`config.mk`:
```
export PLATFORM = sky130hd
export DESIGN_NAME = source
export DESIGN_NICKNAME = d
export VERILOG_FILES = /design/src/rtl/source.sv
export SDC_FILE = /design/constraint.sdc
export NUM_CORES = 1
export LEC_CHECK = 0
export ABC_AREA = 1
export CAP_MARGIN = 10
export CORE_UTILIZATION = 44
export DETAILED_ROUTE_END_ITERATION = 10
export PLACE_DENSITY_LB_ADDON = 0.08
export SYNTH_ARGS = -nofsm -noshare
export SYNTH_HDL_FRONTEND = slang
export SYNTH_SLANG_ARGS = --single-unit
```
`constraint.sdc`:
```
create_clock -name clk_i -period 2.2 [get_ports clk_i]
set_input_delay 0.33 -clock clk_i [delete_from_list [all_inputs] [get_ports clk_i]]
set_output_delay 0.33 -clock clk_i [all_outputs]
set_load 0.01 [all_outputs]
```
`src/rtl/source.sv`:
```
// source: producer end of an 8-bit valid/ready stream.
// A start pulse launches a burst of NUM_WORDS bytes (0 = endless). The data is
// either an incrementing count or an 8-bit LFSR sequence. Each word is held
// until it is accepted, then GAP idle cycles follow before the next word.
module source #(
  parameter int         GAP       = 2,
  parameter int         NUM_WORDS = 8,
  parameter int         PATTERN   = 0,
  parameter logic [7:0] SEED      = 8'h01
) (
  input  logic       clk_i,
  input  logic       rst_i,
  input  logic       start_i,
  input  logic       abort_i,
  input  logic       ready_i,
  output logic       valid_o,
  output logic [7:0] data_o,
  output logic       busy_o,
  output logic       done_o,
  output logic [7:0] count_o
);

  // An all-zero LFSR state would lock up, so a zero seed becomes 8'h01.
  localparam logic [7:0] L_SEED = (PATTERN == 1 && SEED == 8'h00) ? 8'h01 : SEED;

  typedef enum logic [1:0] {S_IDLE, S_SEND, S_GAP} state_t;

  state_t      r_state;
  logic        r_valid;
  logic [7:0]  r_data;
  logic        r_busy;
  logic        r_done;
  logic [7:0]  r_count;
  logic [15:0] r_gap_cnt;

  logic        w_xfer;
  logic        w_last;
  logic        w_gap_done;

  // Next word of the selected pattern.
  function automatic logic [7:0] f_next(input logic [7:0] d);
    if (PATTERN == 1) return {d[6:0], d[7] ^ d[5] ^ d[4] ^ d[3]};
    else              return d + 8'd1;
  endfunction

  assign w_xfer     = r_valid && ready_i;
  assign w_last     = (NUM_WORDS != 0) && (int'(r_count) + 1 == NUM_WORDS);
  assign w_gap_done = (int'(r_gap_cnt) + 1 == GAP);

  // Burst FSM; every output is a register updated here.
  always_ff @(posedge clk_i) begin
    if (rst_i) begin
      r_state   <= S_IDLE;
      r_valid   <= 1'b0;
      r_data    <= 8'h00;
      r_busy    <= 1'b0;
      r_done    <= 1'b0;
      r_count   <= 8'h00;
      r_gap_cnt <= 16'd0;
    end else begin
      r_done <= 1'b0;
      case (r_state)
        S_IDLE: begin
          if (start_i) begin
            r_state <= S_SEND;
            r_data  <= L_SEED;
            r_count <= 8'h00;
            r_valid <= 1'b1;
            r_busy  <= 1'b1;
          end
        end
        S_SEND: begin
          // An accepted word always counts, even when aborting on the same edge.
          if (w_xfer) r_count <= r_count + 8'd1;
          if (abort_i) begin
            r_state <= S_IDLE;
            r_valid <= 1'b0;
            r_busy  <= 1'b0;
          end else if (w_xfer) begin
            if (w_last) begin
              // Keep the last word on data_o; only valid drops.
              r_state <= S_IDLE;
              r_valid <= 1'b0;
              r_busy  <= 1'b0;
              r_done  <= 1'b1;
            end else begin
              r_data <= f_next(r_data);
              if (GAP != 0) begin
                r_state   <= S_GAP;
                r_valid   <= 1'b0;
                r_gap_cnt <= 16'd0;
              end
            end
          end
        end
        S_GAP: begin
          r_gap_cnt <= r_gap_cnt + 16'd1;
          if (abort_i) begin
            r_state <= S_IDLE;
            r_valid <= 1'b0;
            r_busy  <= 1'b0;
          end else if (w_gap_done) begin
            r_state <= S_SEND;
            r_valid <= 1'b1;
          end
        end
        default: begin
          r_state <= S_IDLE;
          r_valid <= 1'b0;
          r_busy  <= 1'b0;
        end
      endcase
    end
  end

  assign valid_o = r_valid;
  assign data_o  = r_data;
  assign busy_o  = r_busy;
  assign done_o  = r_done;
  assign count_o = r_count;

endmodule

```
==> metrics.txt, run 1 <==
# TYPE chip_impl_metric gauge
chip_impl_metric{name="fmax",unit="MHz"} 497
chip_impl_metric{name="critical_path_arrival",unit="ns"} 2.24
chip_impl_metric{name="postCtsSetupBuffers",unit=""} 0
chip_impl_metric{name="dieArea",unit="mm²"} 0.00565
chip_impl_metric{name="worst_slew_margin_rel",unit=""} 0.608
chip_impl_metric{name="start_util",unit=""} 0.458
chip_impl_info{name="synthFlopType",value="sky130_fd_sc_hd__dfxtp_1"} 1
chip_impl_info{name="hold_class",value="reg2reg"} 1
chip_impl_metric{name="synth-edff-count",unit=""} 0
chip_impl_info{name="ys_top_cells_by_area",value="sky130_fd_sc_hd__dfxtp_1 (31%), sky130_fd_sc_hd__nand2_1 (17%), sky130_fd_sc_hd__nor2_1 (8.0%)"} 1
chip_impl_info{name="cp-start-kind",value="flop"} 1
chip_impl_metric{name="postSynthCellCount",unit=""} 362
chip_impl_metric{name="timing.final.crit_share",unit=""} 0.914
chip_impl_metric{name="final_number_of_hold_violating_endpoints",unit=""} 0
chip_impl_info{name="cp_cell_sequence",value="ha_1 -> nand3_2 -> nor2_1 -> nand2_1 -> o21ai_1 -> nand2_1 -> inv_2 -> nand3_2 -> nand3_4 -> buf_4 -> nand3_2 -> a21oi_2"} 1
chip_impl_metric{name="postLayoutCellArea",unit="mm²"} 0.00278
chip_impl_metric{name="place_hpwl",unit="mm"} 3.98
chip_impl_metric{name="wl",unit="mm"} 5.42
chip_impl_metric{name="layout_setup_ws",unit="ns"} 0.188
chip_impl_metric{name="worst_slew_pin_slew",unit="ns"} 0.586
chip_impl_metric{name="grt_overflow",unit=""} 0
chip_impl_metric{name="globalRouteTotalUtil",unit=""} 0.211
chip_impl_metric{name="timing.reg2reg.setup_slack",unit="ns"} 0.19
chip_impl_metric{name="gp_routability_congestion",unit=""} 0.863
chip_impl_info{name="outcome",value="finished, final reports clean"} 1
chip_impl_metric{name="max-clock-path-buffers",unit=""} 2
chip_impl_metric{name="finish.net_count",unit=""} 402
chip_impl_metric{name="critical_path.max_fanout",unit=""} 13
chip_impl_metric{name="synthesis.nets",unit=""} 371
chip_impl_metric{name="numCtsBuffers",unit=""} 5
chip_impl_metric{name="holdPathStages",unit=""} 2
chip_impl_info{name="launch_point_of_the_worst_reg_to_reg_path",value="count_o[0]"} 1
chip_impl_info{name="setup_repair_after_global_routing_missed_its_margin",value="no"} 1
chip_impl_metric{name="first_global_vias",unit=""} 2055
chip_impl_metric{name="syn_avg_cell_area",unit="µm²"} 6.50
chip_impl_metric{name="placeableCoreArea",unit="mm²"} 0.00514
chip_impl_info{name="timing.critical_path.mode_cell",value="sky130_fd_sc_hd__nand3_2"} 1
chip_impl_metric{name="fin_hold_ws",unit="ns"} 0.503
chip_impl_metric{name="clk_latency",unit="ns"} 0.29
chip_impl_metric{name="finish.cell_count_without_fillers",unit=""} 464
chip_impl_metric{name="cts_htree_levels",unit=""} 2
chip_impl_info{name="timing.critical_path.to_type",value="flop"} 1
chip_impl_metric{name="grt_pass1_wl",unit="mm"} 9.22
chip_impl_metric{name="final_max_slew_viol_count",unit=""} 0
chip_impl_metric{name="dp_worst_setup_slack",unit="ns"} 0.187
chip_impl_metric{name="power.density_cell_area",unit="mW/mm²"} 804
chip_impl_metric{name="layout.filler_cells",unit=""} 543
chip_impl_metric{name="irDropWorstVdd",unit="V"} 0.000306
chip_impl_metric{name="fin_clk_skew",unit="ns"} 0.00684
chip_impl_metric{name="multi_input_area",unit="mm²"} 0.00141
chip_impl_metric{name="numClockSinks",unit=""} 37
chip_impl_metric{name="yosys_register_bits",unit=""} 37
chip_impl_metric{name="post_route_minimum_period",unit="ns"} 2.01
chip_impl_metric{name="grt_max_degree",unit=""} 20
chip_impl_info{name="cts-root-buf",value="sky130_fd_sc_hd__clkbuf_8"} 1
chip_impl_metric{name="placed_cells",unit=""} 456
chip_impl_metric{name="detailedRoute.firstIterationViolations",unit=""} 113
chip_impl_metric{name="setup_viol",unit=""} 0
chip_impl_metric{name="final_layout_size_suffix_gt1_frac",unit=""} 0.124
chip_impl_metric{name="cp.required",unit="ns"} 2.43
chip_impl_metric{name="port_buffers",unit=""} 23
chip_impl_info{name="timing.critical_path.from",value="count_o[0]"} 1
chip_impl_info{name="timing.setup.critical_path_class",value="reg2reg"} 1
chip_impl_metric{name="clk_pin_slew",unit="ns"} 0.08
chip_impl_metric{name="max_cap_viol_count",unit=""} 0
chip_impl_info{name="cts_tree",value="done"} 1
chip_impl_info{name="yosys.area.top_type",value="sky130_fd_sc_hd__dfxtp_1"} 1
chip_impl_metric{name="row_count",unit=""} 26
chip_impl_info{name="crit_slowest_cell",value="sky130_fd_sc_hd__dfxtp_1"} 1
chip_impl_metric{name="chipWidth",unit="µm"} 75.1
chip_impl_metric{name="antenna_violating_nets_post_route",unit=""} 0
chip_impl_info{name="hold_start",value="data_o[5]"} 1
chip_impl_metric{name="asyncSetResetFlopFracSynth",unit=""} 0
chip_impl_metric{name="area_overhead_of_the_layout_relative_to_synthesis",unit="%"} 18.2
chip_impl_metric{name="wl_per_cell",unit="µm"} 11.7
chip_impl_metric{name="io_pins",unit=""} 24
chip_impl_info{name="post-synth-top-count-cell",value="sky130_fd_sc_hd__nand2_1"} 1
chip_impl_metric{name="area.sequential",unit="µm²"} 741
chip_impl_metric{name="die_height",unit="µm"} 75.1
chip_impl_metric{name="r2r_cells",unit=""} 12
chip_impl_metric{name="synth_sequential_area_ratio",unit=""} 0.315
chip_impl_metric{name="synth.cell_area",unit="mm²"} 0.00235
chip_impl_metric{name="drt-pass1-iter-count",unit=""} 4
chip_impl_metric{name="yosysUniqueCellTypes",unit=""} 33
chip_impl_metric{name="grt_antenna_before_repair",unit=""} 0
chip_impl_info{name="yosys-top-cells-count",value="sky130_fd_sc_hd__nand2_1 (105), sky130_fd_sc_hd__nor2_1 (50), sky130_fd_sc_hd__inv_1 (39)"} 1
chip_impl_info{name="whs_endpoint",value="data_o[5]"} 1
chip_impl_metric{name="placedInstanceArea",unit="mm²"} 0.00270
chip_impl_metric{name="synth-warning-count",unit=""} 0
chip_impl_info{name="r2r-end",value="r_gap_cnt[14]"} 1
chip_impl_metric{name="global_route.usage.met2",unit=""} 0.363
chip_impl_metric{name="synthDominantCellAreaShare",unit=""} 0.315
chip_impl_metric{name="critPathMaxStageDelay",unit="ns"} 0.41
chip_impl_metric{name="diodes",unit=""} 0
chip_impl_metric{name="p_leak",unit="nW"} 1.06
chip_impl_metric{name="detail_route.drc_violations",unit=""} 0
chip_impl_metric{name="globalRouteMet3Util",unit=""} 0.0428
chip_impl_info{name="busiest_layer",value="met2"} 1
chip_impl_metric{name="vias",unit=""} 2303
chip_impl_metric{name="groute.layer.met1.usage",unit=""} 0.268
chip_impl_metric{name="vias_per_cell",unit=""} 4.96
chip_impl_metric{name="setup-tns-final",unit="ns"} 0
-- cell families (layout without fill, tap and decap cells) --
group / after synthesis / count (layout) / synth area share
DFF: 37 / 37 / 0.315
xor gates and xnor gates: 3 / 3 / 0.0112
AOI/OAI and AO/OA: 43 / 43 / 0.113
and+or+nand+nor: 226 / 226 / 0.452
adders and majority gates: 4 / 4 / 0.0213
buffers and inverters: 49 / 81 / 0.0872
-- worst max-delay path: cells and delay by family (launching register included) --
kind                     cells  cell delay (ns)
adder cells (fa/ha/maj)      1             0.24
flip-flops                   1             0.41
AO/OA/AOI/OAI                2             0.24
AND/OR/NAND/NOR              7             0.75
buffers and inverters        2             0.27
-- layer usage --
metal / part of all wire / up-vias
li1: - / 1241
met4: 0.014 / 0
met5: 0 / -
met2: 0.47 / 37
met1: 0.47 / 1017
met3: 0.043 / 8
-- registers in the layout, indices dropped and copies added, names as in the netlist --
| register | flops |
|---|---|
| busy_o | 1 |
| count_o | 8 |
| data_o | 8 |
| done_o | 1 |
| r_gap_cnt | 16 |
| r_state | 2 |
| valid_o | 1 |
-- timing repair --
item | in CTS | in global routing
gates resized for setup | 0 | 1
hold buffers | 0 | 0
endpoints found under the setup margin | 0 | 1
-- final cells by class --
cell class	instances	share of cell area
sequential	37	0.266
multi-input combinational	276	0.507
timing repair buffer	31	0.109
clock buffer	6	0.0261
clock inverter	2	0.00360
inverter	42	0.0567
tap	70	0.0315
-- worst max-delay path by stage --
| stage | end | slack [ns] | cells past startpoint |
|---|---|---|---|
| final | r_gap_cnt[14] | 0.19 | 12 |
| after global routing | r_gap_cnt[9] | 0.004 | 12 |
| after CTS | r_gap_cnt[12] | 0.17 | 12 |
| after detailed placement | r_state[1] | 0.19 | 14 |
| after global placement | r_state[1] | 0.23 | 14 |
| after floorplan | r_gap_cnt[10] | 0.47 | 11 |
-- where the power goes --
| part | total [mW] | internal, mW | switching (mW) |
|---|---|---|---|
| logic | 0.898 | 0.357 | 0.542 |
| registers | 0.859 | 0.764 | 0.0953 |
| clock network | 0.478 | 0.220 | 0.258 |
-- cell usage in the layout, fill, tap and decap left out --
master / synthesis / layout
sky130_fd_sc_hd__nor4_1: 1 / 1
sky130_fd_sc_hd__a21oi_1: 16 / 16
sky130_fd_sc_hd__xor2_1: 2 / 2
sky130_fd_sc_hd__o21bai_1: 2 / 2
sky130_fd_sc_hd__a21o_1: 2 / 2
sky130_fd_sc_hd__clkbuf_8: 0 / 5
sky130_fd_sc_hd__xnor2_1: 1 / 1
sky130_fd_sc_hd__nand3_4: 1 / 1
sky130_fd_sc_hd__nand3b_1: 3 / 3
sky130_fd_sc_hd__dfxtp_1: 37 / 37
sky130_fd_sc_hd__o21ai_1: 5 / 5
sky130_fd_sc_hd__nor2_1: 50 / 49
sky130_fd_sc_hd__nor3_2: 1 / 1
sky130_fd_sc_hd__nand4_2: 1 / 1
sky130_fd_sc_hd__clkinv_1: 2 / 2
sky130_fd_sc_hd__clkinv_2: 0 / 2
sky130_fd_sc_hd__nand2_1: 105 / 105
sky130_fd_sc_hd__ha_1: 4 / 4
sky130_fd_sc_hd__buf_4: 0 / 7
sky130_fd_sc_hd__clkdlybuf4s50_1: 0 / 23
sky130_fd_sc_hd__nor3_1: 1 / 1
sky130_fd_sc_hd__inv_1: 39 / 39
sky130_fd_sc_hd__nor2_4: 1 / 1
sky130_fd_sc_hd__clkbuf_1: 4 / 1
sky130_fd_sc_hd__inv_2: 1 / 1
sky130_fd_sc_hd__nor2_2: 1 / 2
sky130_fd_sc_hd__nand4_1: 14 / 14
sky130_fd_sc_hd__buf_12: 1 / 1
sky130_fd_sc_hd__nand3_2: 13 / 13
sky130_fd_sc_hd__o21ai_0: 7 / 7
sky130_fd_sc_hd__or2_2: 2 / 2
sky130_fd_sc_hd__a21oi_2: 10 / 10
sky130_fd_sc_hd__nand2_2: 1 / 1
sky130_fd_sc_hd__a31o_2: 1 / 1
sky130_fd_sc_hd__nand3_1: 31 / 31
-- per-stage QoR --
step,util,power [mW]
final,0.541,2.24
after global routing,0.541,2.42
after CTS,0.541,2.26
after detailed placement,0.525,1.77
after global placement,0.525,1.77
after floorplan,-,1.45
Power figures use the tool's default switching activity.
==> run 2: changes to the inputs <==
--- a/config.mk
+++ b/config.mk
@@ -7,7 +7,7 @@
 export LEC_CHECK = 0
 export ABC_AREA = 1
 export CAP_MARGIN = 10
-export CORE_UTILIZATION = 44
+export CORE_UTILIZATION = 50
 export DETAILED_ROUTE_END_ITERATION = 10
 export PLACE_DENSITY_LB_ADDON = 0.08
 export SYNTH_ARGS = -nofsm -noshare
==> run 2 against run 1 <==
The flow now finishes with violations (design-rule violations). Die area decreased by 12%. Worst setup slack better by 0.098 ns. Routed wire length is 4.0% lower. Final cell count down 3.7%. First-iteration DRC count up 49%. Clock skew decreased by 0.0014 ns. Critical path depth rose by 2. Count of clock-buffer cells in the layout rose by 1. Combinational power about the same. Utilization up 8.9 points. Non-clock buffer count increased by 1. Sequential power hardly changed. Largest cell class unchanged. Highest routed layer unchanged.
==> metrics.txt, run 2 (synthesized netlist as in run 1, its figures left out) <==
# TYPE chip_impl_metric gauge
chip_impl_info{name="outcome",value="finished with violations"} 1
chip_impl_metric{name="largest_register_ff_count",unit=""} 16
chip_impl_metric{name="worst_slew_pin_slew",unit="ns"} 0.534
chip_impl_metric{name="area_overhead_of_the_layout_relative_to_synthesis",unit="%"} 19.0
chip_impl_metric{name="critical_path_arrival",unit="ns"} 2.10
chip_impl_metric{name="cts_hold_buffers",unit=""} 0
chip_impl_info{name="cp-start-kind",value="flop"} 1
chip_impl_info{name="timing.setup.critical_path_class",value="reg2reg"} 1
chip_impl_metric{name="fmax",unit="MHz"} 523
chip_impl_metric{name="final_layout_size_suffix_gt1_frac",unit=""} 0.127
chip_impl_info{name="route.top_layer_used",value="met4"} 1
chip_impl_info{name="violations",value="design-rule violations"} 1
chip_impl_metric{name="routed-wl-met2",unit="mm"} 2.52
chip_impl_metric{name="power.density_cell_area",unit="mW/mm²"} 845
chip_impl_info{name="cts_tree",value="done"} 1
chip_impl_info{name="cts-root-buf",value="sky130_fd_sc_hd__clkbuf_8"} 1
chip_impl_metric{name="start_util",unit=""} 0.530
chip_impl_metric{name="row_count",unit=""} 24
chip_impl_metric{name="setup-tns-final",unit="ns"} 0
chip_impl_info{name="largest_register_by_flop_count",value="r_gap_cnt"} 1
chip_impl_metric{name="numCtsBuffers",unit=""} 5
chip_impl_metric{name="fin_clk_skew",unit="ns"} 0.00541
chip_impl_metric{name="antenna_violating_nets_post_route",unit=""} 0
chip_impl_metric{name="gp_routability_congestion",unit=""} 0.824
chip_impl_metric{name="power.net_switching",unit="mW"} 0.874
chip_impl_metric{name="grt_max_degree",unit=""} 19
chip_impl_metric{name="vias",unit=""} 2310
chip_impl_metric{name="utilization",unit=""} 0.630
chip_impl_metric{name="met3RoutedLength",unit="µm"} 157
chip_impl_info{name="mostFrequentLayoutCells",value="sky130_fd_sc_hd__nand2_1 (105), sky130_fd_sc_hd__nor2_1 (49), sky130_fd_sc_hd__inv_1 (39)"} 1
chip_impl_metric{name="cellInternalPower",unit="mW"} 1.49
chip_impl_metric{name="p_seq_frac",unit=""} 0.362
chip_impl_metric{name="critical_path.max_fanout",unit=""} 5
chip_impl_metric{name="numClockSinks",unit=""} 37
chip_impl_metric{name="final_max_slew_viol_count",unit=""} 0
chip_impl_metric{name="placeableCoreArea",unit="mm²"} 0.00444
chip_impl_metric{name="die_height",unit="µm"} 70.6
chip_impl_metric{name="comb_power_share",unit=""} 0.379
chip_impl_metric{name="timing.final.crit_share",unit=""} 0.870
chip_impl_metric{name="dieArea",unit="mm²"} 0.00499
chip_impl_metric{name="cp.required",unit="ns"} 2.39
chip_impl_info{name="timing.critical_path.to_type",value="flop"} 1
chip_impl_metric{name="final_number_of_hold_violating_endpoints",unit=""} 0
chip_impl_info{name="layout.cells.most_common",value="sky130_fd_sc_hd__nand2_1"} 1
chip_impl_metric{name="detailedRoute.firstIterationViolations",unit=""} 168
chip_impl_metric{name="grt_antenna_before_repair",unit=""} 0
chip_impl_metric{name="clk_latency",unit="ns"} 0.29
chip_impl_metric{name="port_buffers",unit=""} 23
chip_impl_info{name="hold_class",value="reg2reg"} 1
chip_impl_metric{name="vias_per_cell",unit=""} 5.17
chip_impl_metric{name="globalRouteTotalUtil",unit=""} 0.233
chip_impl_metric{name="grt_pass1_wl",unit="mm"} 9.41
chip_impl_metric{name="worst_slew_margin_rel",unit=""} 0.642
chip_impl_metric{name="first_global_vias",unit=""} 2222
chip_impl_metric{name="io_pins",unit=""} 24
chip_impl_metric{name="clock_power_share",unit=""} 0.260
chip_impl_metric{name="max-clock-path-buffers",unit=""} 2
chip_impl_metric{name="setup_viol",unit=""} 0
chip_impl_metric{name="post_route_minimum_period",unit="ns"} 1.91
chip_impl_metric{name="finish.net_count",unit=""} 403
chip_impl_metric{name="place_hpwl",unit="mm"} 3.70
chip_impl_metric{name="p_leak",unit="nW"} 1.07
chip_impl_metric{name="wl",unit="mm"} 5.20
chip_impl_metric{name="wl_per_cell",unit="µm"} 11.6
chip_impl_metric{name="drt-pass1-iter-count",unit=""} 8
chip_impl_metric{name="max_cap_viol_count",unit=""} 0
chip_impl_metric{name="switching_share",unit=""} 0.369
chip_impl_metric{name="clk_pin_slew",unit="ns"} 0.08
chip_impl_metric{name="chipWidth",unit="µm"} 70.6
chip_impl_metric{name="cts_htree_levels",unit=""} 2
chip_impl_info{name="setup_repair_after_global_routing_missed_its_margin",value="no"} 1
chip_impl_metric{name="irDropWorstVdd",unit="V"} 0.000401
chip_impl_metric{name="detail_route.drc_violations",unit=""} 6
chip_impl_metric{name="wl_met1",unit="mm"} 2.50
chip_impl_metric{name="diodes",unit=""} 0
chip_impl_metric{name="fin_hold_ws",unit="ns"} 0.500
chip_impl_metric{name="grt_overflow",unit=""} 0
[run 2: cell count changes in the layout (fill, tap and decap cells not counted)]
cell,previous run,this run
sky130_fd_sc_hd__clkbuf_8,5,6
sky130_fd_sc_hd__clkinv_2,2,0
sky130_fd_sc_hd__bufinv_16,0,1
sky130_fd_sc_hd__buf_4,7,8
[run 2: per-stage QoR]
stage	std cells	cell area (µm²)	setup WS, ns	power, mW
after floorplan	362	2350	0.465	1.45
after global placement	438	2670	0.231	1.77
after detailed placement	438	2670	0.176	1.77
after CTS	446	2790	0.216	2.39
after global routing	447	2800	0.0313	2.57
final	447	2800	0.287	2.37
[run 2: worst max-delay path, cell delays in order, from the launching register on]
cell and delay (ns):
sky130_fd_sc_hd__dfxtp_1 0.40, sky130_fd_sc_hd__ha_1 0.23, sky130_fd_sc_hd__nand2_1 0.10, sky130_fd_sc_hd__nor2_2 0.20, sky130_fd_sc_hd__nand2_1 0.13, sky130_fd_sc_hd__nand2_1 0.08
sky130_fd_sc_hd__nand2_1 0.06, sky130_fd_sc_hd__nor2_1 0.11, sky130_fd_sc_hd__nand2_1 0.07, sky130_fd_sc_hd__nor2_1 0.11, sky130_fd_sc_hd__nand3_1 0.09, sky130_fd_sc_hd__nand2_1 0.10
sky130_fd_sc_hd__nand2_1 0.06, sky130_fd_sc_hd__nand2_1 0.05, sky130_fd_sc_hd__nor2_1 0.04
[run 2: repair_timing]
| action | CTS | global route |
|---|---|---|
| resized for setup | 0 | 1 |
| hold endpoints to repair | 0 | 0 |
| buffers inserted | 0 | 1 |
| setup endpoints to repair | 0 | 3 |
[run 2: layout make-up]
| type | count | area [µm²] |
|---|---|---|
| fillers | 422 | 1640 |
| multi-input cells | 276 | 1410 |
| flip-flops and latches | 37 | 741 |
| repair buffers | 32 | 310 |
| inverters | 42 | 158 |
| clock buffers | 7 | 86.3 |
| well taps | 52 | 65.1 |
| clock inverters | 1 | 30.0 |
[run 2: final timing paths]
kind	cells past startpoint	startpoint	slack (ns)	to
min	2	data_o[5]	0.50	data_o[5]
max	14	r_gap_cnt[1]	0.29	r_state[1]
min reg2reg	2	data_o[5]	0.50	data_o[5]
max reg2reg	14	r_gap_cnt[1]	0.29	r_state[1]
[run 2: power by group through the flow]
stage          combinational (mW)  clock [mW]  sequential (mW)
2_1_floorplan               0.555           0            0.891
3_3_place_gp                0.895           0            0.872
3_5_place_dp                0.899           0            0.871
4_1_cts                     0.902       0.632            0.856
5_1_grt                      1.02       0.671            0.871
6_report                    0.896       0.615            0.856
[run 2: routing by layer]
layer / vias to the layer above / track usage
li1: 1240 / -
met1: 1026 / 0.286
met2: 42 / 0.407
met3: 2 / 0.0584
met4: 0 / 0.0689
met5: - / 0
==> run 3: changes to the inputs <==
--- a/config.mk
+++ b/config.mk
@@ -7,7 +7,9 @@
 export LEC_CHECK = 0
 export ABC_AREA = 1
 export CAP_MARGIN = 10
-export CORE_UTILIZATION = 50
+export CELL_PAD_IN_SITES_DETAIL_PLACEMENT = 0
+export CELL_PAD_IN_SITES_GLOBAL_PLACEMENT = 1
+export CORE_UTILIZATION = 40
 export DETAILED_ROUTE_END_ITERATION = 10
 export PLACE_DENSITY_LB_ADDON = 0.08
 export SYNTH_ARGS = -nofsm -noshare
==> run 3 against run 2 <==
The flow now finishes without violations. Sequential cell count unchanged. Clock power decreased by 20%. Via count shrank 0.87%. Largest power group unchanged.
==> metrics.txt, run 3 (synthesized netlist as in run 1, its figures left out) <==
# TYPE chip_impl_metric gauge
chip_impl_metric{name="final_number_of_hold_violating_endpoints",unit=""} 0
chip_impl_metric{name="worst_slew_pin_slew",unit="ns"} 0.571
chip_impl_metric{name="timing.final.crit_share",unit=""} 0.901
chip_impl_metric{name="die_height",unit="µm"} 78.7
chip_impl_info{name="timing.critical_path.mode_cell",value="sky130_fd_sc_hd__nand3_2"} 1
chip_impl_metric{name="antenna_violating_nets_post_route",unit=""} 0
chip_impl_metric{name="cts_htree_levels",unit=""} 2
chip_impl_metric{name="final_layout_size_suffix_gt1_frac",unit=""} 0.122
chip_impl_metric{name="detail_route.drc_violations",unit=""} 0
chip_impl_metric{name="grt_antenna_before_repair",unit=""} 0
chip_impl_info{name="outcome",value="finished, final reports clean"} 1
chip_impl_metric{name="area.sequential",unit="µm²"} 741
chip_impl_metric{name="numClockSinks",unit=""} 37
chip_impl_metric{name="wl",unit="mm"} 5.67
chip_impl_metric{name="numCtsBuffers",unit=""} 5
chip_impl_metric{name="drt-pass1-iter-count",unit=""} 4
chip_impl_metric{name="finish.net_count",unit=""} 403
chip_impl_metric{name="place_hpwl",unit="mm"} 4.11
chip_impl_metric{name="fin_clk_skew",unit="ns"} 0.00199
chip_impl_metric{name="holdPathStages",unit=""} 2
chip_impl_metric{name="critical_path_arrival",unit="ns"} 2.20
chip_impl_metric{name="multi_input_area",unit="mm²"} 0.00141
chip_impl_metric{name="max-clock-path-buffers",unit=""} 2
chip_impl_metric{name="p_leak",unit="nW"} 1.06
chip_impl_info{name="cp_cell_sequence",value="ha_1 -> nand3_2 -> nor2_1 -> nand2_1 -> o21ai_1 -> nand2_1 -> inv_2 -> nand3_2 -> nand3_4 -> buf_4 -> nand3_2 -> a21oi_2"} 1
chip_impl_metric{name="diodes",unit=""} 0
chip_impl_metric{name="r2r_cells",unit=""} 12
chip_impl_metric{name="critPathMaxStageDelay",unit="ns"} 0.42
chip_impl_metric{name="final_max_slew_viol_count",unit=""} 0
chip_impl_metric{name="dieArea",unit="mm²"} 0.00619
chip_impl_metric{name="grt_pass1_wl",unit="mm"} 9.92
chip_impl_info{name="cts-root-buf",value="sky130_fd_sc_hd__clkbuf_8"} 1
chip_impl_info{name="timing.critical_path.to_type",value="flop"} 1
chip_impl_metric{name="setup-tns-final",unit="ns"} 0
chip_impl_metric{name="max_cap_viol_count",unit=""} 0
chip_impl_metric{name="first_global_vias",unit=""} 2151
chip_impl_metric{name="detailedRoute.firstIterationViolations",unit=""} 136
chip_impl_metric{name="grt_max_degree",unit=""} 19
chip_impl_metric{name="chipWidth",unit="µm"} 78.7
chip_impl_metric{name="wl_per_cell",unit="µm"} 12.2
chip_impl_metric{name="gp_routability_congestion",unit=""} 0.796
chip_impl_metric{name="start_util",unit=""} 0.422
chip_impl_metric{name="area_overhead_of_the_layout_relative_to_synthesis",unit="%"} 18.7
chip_impl_metric{name="placeableCoreArea",unit="mm²"} 0.00557
chip_impl_metric{name="power.density_cell_area",unit="mW/mm²"} 809
chip_impl_metric{name="grt_overflow",unit=""} 0
chip_impl_info{name="timing.setup.critical_path_class",value="reg2reg"} 1
chip_impl_metric{name="row_count",unit=""} 27
chip_impl_metric{name="vias",unit=""} 2290
chip_impl_metric{name="cp.required",unit="ns"} 2.42
chip_impl_info{name="largest_register_by_flop_count",value="r_gap_cnt"} 1
chip_impl_metric{name="port_buffers",unit=""} 23
chip_impl_metric{name="setup_viol",unit=""} 0
chip_impl_metric{name="clk_pin_slew",unit="ns"} 0.07
chip_impl_metric{name="vias_per_cell",unit=""} 4.91
chip_impl_metric{name="fmax",unit="MHz"} 505
chip_impl_info{name="cts_tree",value="done"} 1
chip_impl_metric{name="fin_hold_ws",unit="ns"} 0.503
chip_impl_info{name="layout.cells.most_common",value="sky130_fd_sc_hd__nand2_1"} 1
chip_impl_metric{name="worst_slew_margin_rel",unit=""} 0.618
chip_impl_info{name="mostFrequentLayoutCells",value="sky130_fd_sc_hd__nand2_1 (105), sky130_fd_sc_hd__nor2_1 (50), sky130_fd_sc_hd__inv_1 (39)"} 1
chip_impl_metric{name="cts_hold_buffers",unit=""} 0
chip_impl_metric{name="post_route_minimum_period",unit="ns"} 1.98
chip_impl_info{name="cp-start-kind",value="flop"} 1
chip_impl_info{name="hold_class",value="reg2reg"} 1
chip_impl_info{name="setup_repair_after_global_routing_missed_its_margin",value="no"} 1
chip_impl_metric{name="critical_path.max_fanout",unit=""} 10
chip_impl_metric{name="irDropWorstVdd",unit="V"} 0.000347
chip_impl_metric{name="clk_latency",unit="ns"} 0.28
chip_impl_metric{name="io_pins",unit=""} 24
chip_impl_metric{name="layout.filler_cells",unit=""} 584
chip_impl_info{name="crit_slowest_cell",value="sky130_fd_sc_hd__dfxtp_1"} 1
chip_impl_metric{name="globalRouteTotalUtil",unit=""} 0.205
chip_impl_metric{name="largest_register_ff_count",unit=""} 16
[run 3: cell types whose count changed in the layout (fill, tap and decap cells not counted)]
cell	previous run	this run
sky130_fd_sc_hd__o21ai_1	5	6
sky130_fd_sc_hd__o21ai_0	7	6
sky130_fd_sc_hd__bufinv_16	1	0
sky130_fd_sc_hd__nor2_1	49	50
sky130_fd_sc_hd__nor2_2	2	1
[run 3: layout make-up]
| cell class | count | share of cell area |
|---|---|---|
| Sequential cell | 37 | 0.265 |
| Clock buffer | 7 | 0.0309 |
| Timing Repair Buffer | 32 | 0.111 |
| Tap cell | 72 | 0.0323 |
| Inverter | 42 | 0.0565 |
| Multi-Input combinational cell | 276 | 0.504 |
[run 3: through the flow]
step | instances | setup WS [ns] | cell area, µm² | power (mW) | util
2_1_floorplan | 362 | 0.465 | 2350 | 1.45 | -
3_3_place_gp | 459 | 0.207 | 2710 | 1.79 | 0.486
3_5_place_dp | 459 | 0.174 | 2710 | 1.79 | 0.486
4_1_cts | 466 | 0.218 | 2790 | 2.29 | 0.501
5_1_grt | 466 | 0.0187 | 2790 | 2.46 | 0.501
6_report | 466 | 0.218 | 2790 | 2.26 | 0.501
[run 3: what timing repair did]
item / in CTS / in global routing
endpoints found under the setup margin: 0 / 1
gates resized for setup: 0 / 1
buffers inserted: 0 / 0
[run 3: power by group]
| group | total [mW] | internal (mW) | switching [mW] | leakage, nW |
|---|---|---|---|---|
| Clock | 0.489 | 0.249 | 0.240 | 0.0443 |
| Sequential | 0.862 | 0.764 | 0.0974 | 0.300 |
| Combinational | 0.908 | 0.358 | 0.549 | 0.715 |
| Total | 2.26 | 1.37 | 0.887 | 1.06 |
[run 3: critical path, delay by kind of cell (launching register included)]
kind | cells | cell delay [ns]
AND/OR/NAND/NOR | 7 | 0.75
flip-flops | 1 | 0.42
buffers and inverters | 2 | 0.27
AO/OA/AOI/OAI | 2 | 0.26
adder cells (fa/ha/maj) | 1 | 0.24
[run 3: path summary, 6_finish.rpt]
check	to	slack [ns]	startpoint
max	r_gap_cnt[15]	0.22	count_o[0]
min	data_o[5]	0.50	data_o[5]
max reg2reg	r_gap_cnt[15]	0.22	count_o[0]
min reg2reg	data_o[5]	0.50	data_o[5]
[run 3: metal layers]
layer | part of all wire | wire, µm | vias to the layer above | global-route usage
met5 | 0 | 0 | - | 0
met4 | 0.014 | 80 | 0 | 0.0796
li1 | - | - | 1241 | -
met2 | 0.47 | 2680 | 30 | 0.352
met1 | 0.49 | 2760 | 1013 | 0.252
met3 | 0.027 | 152 | 6 | 0.0379
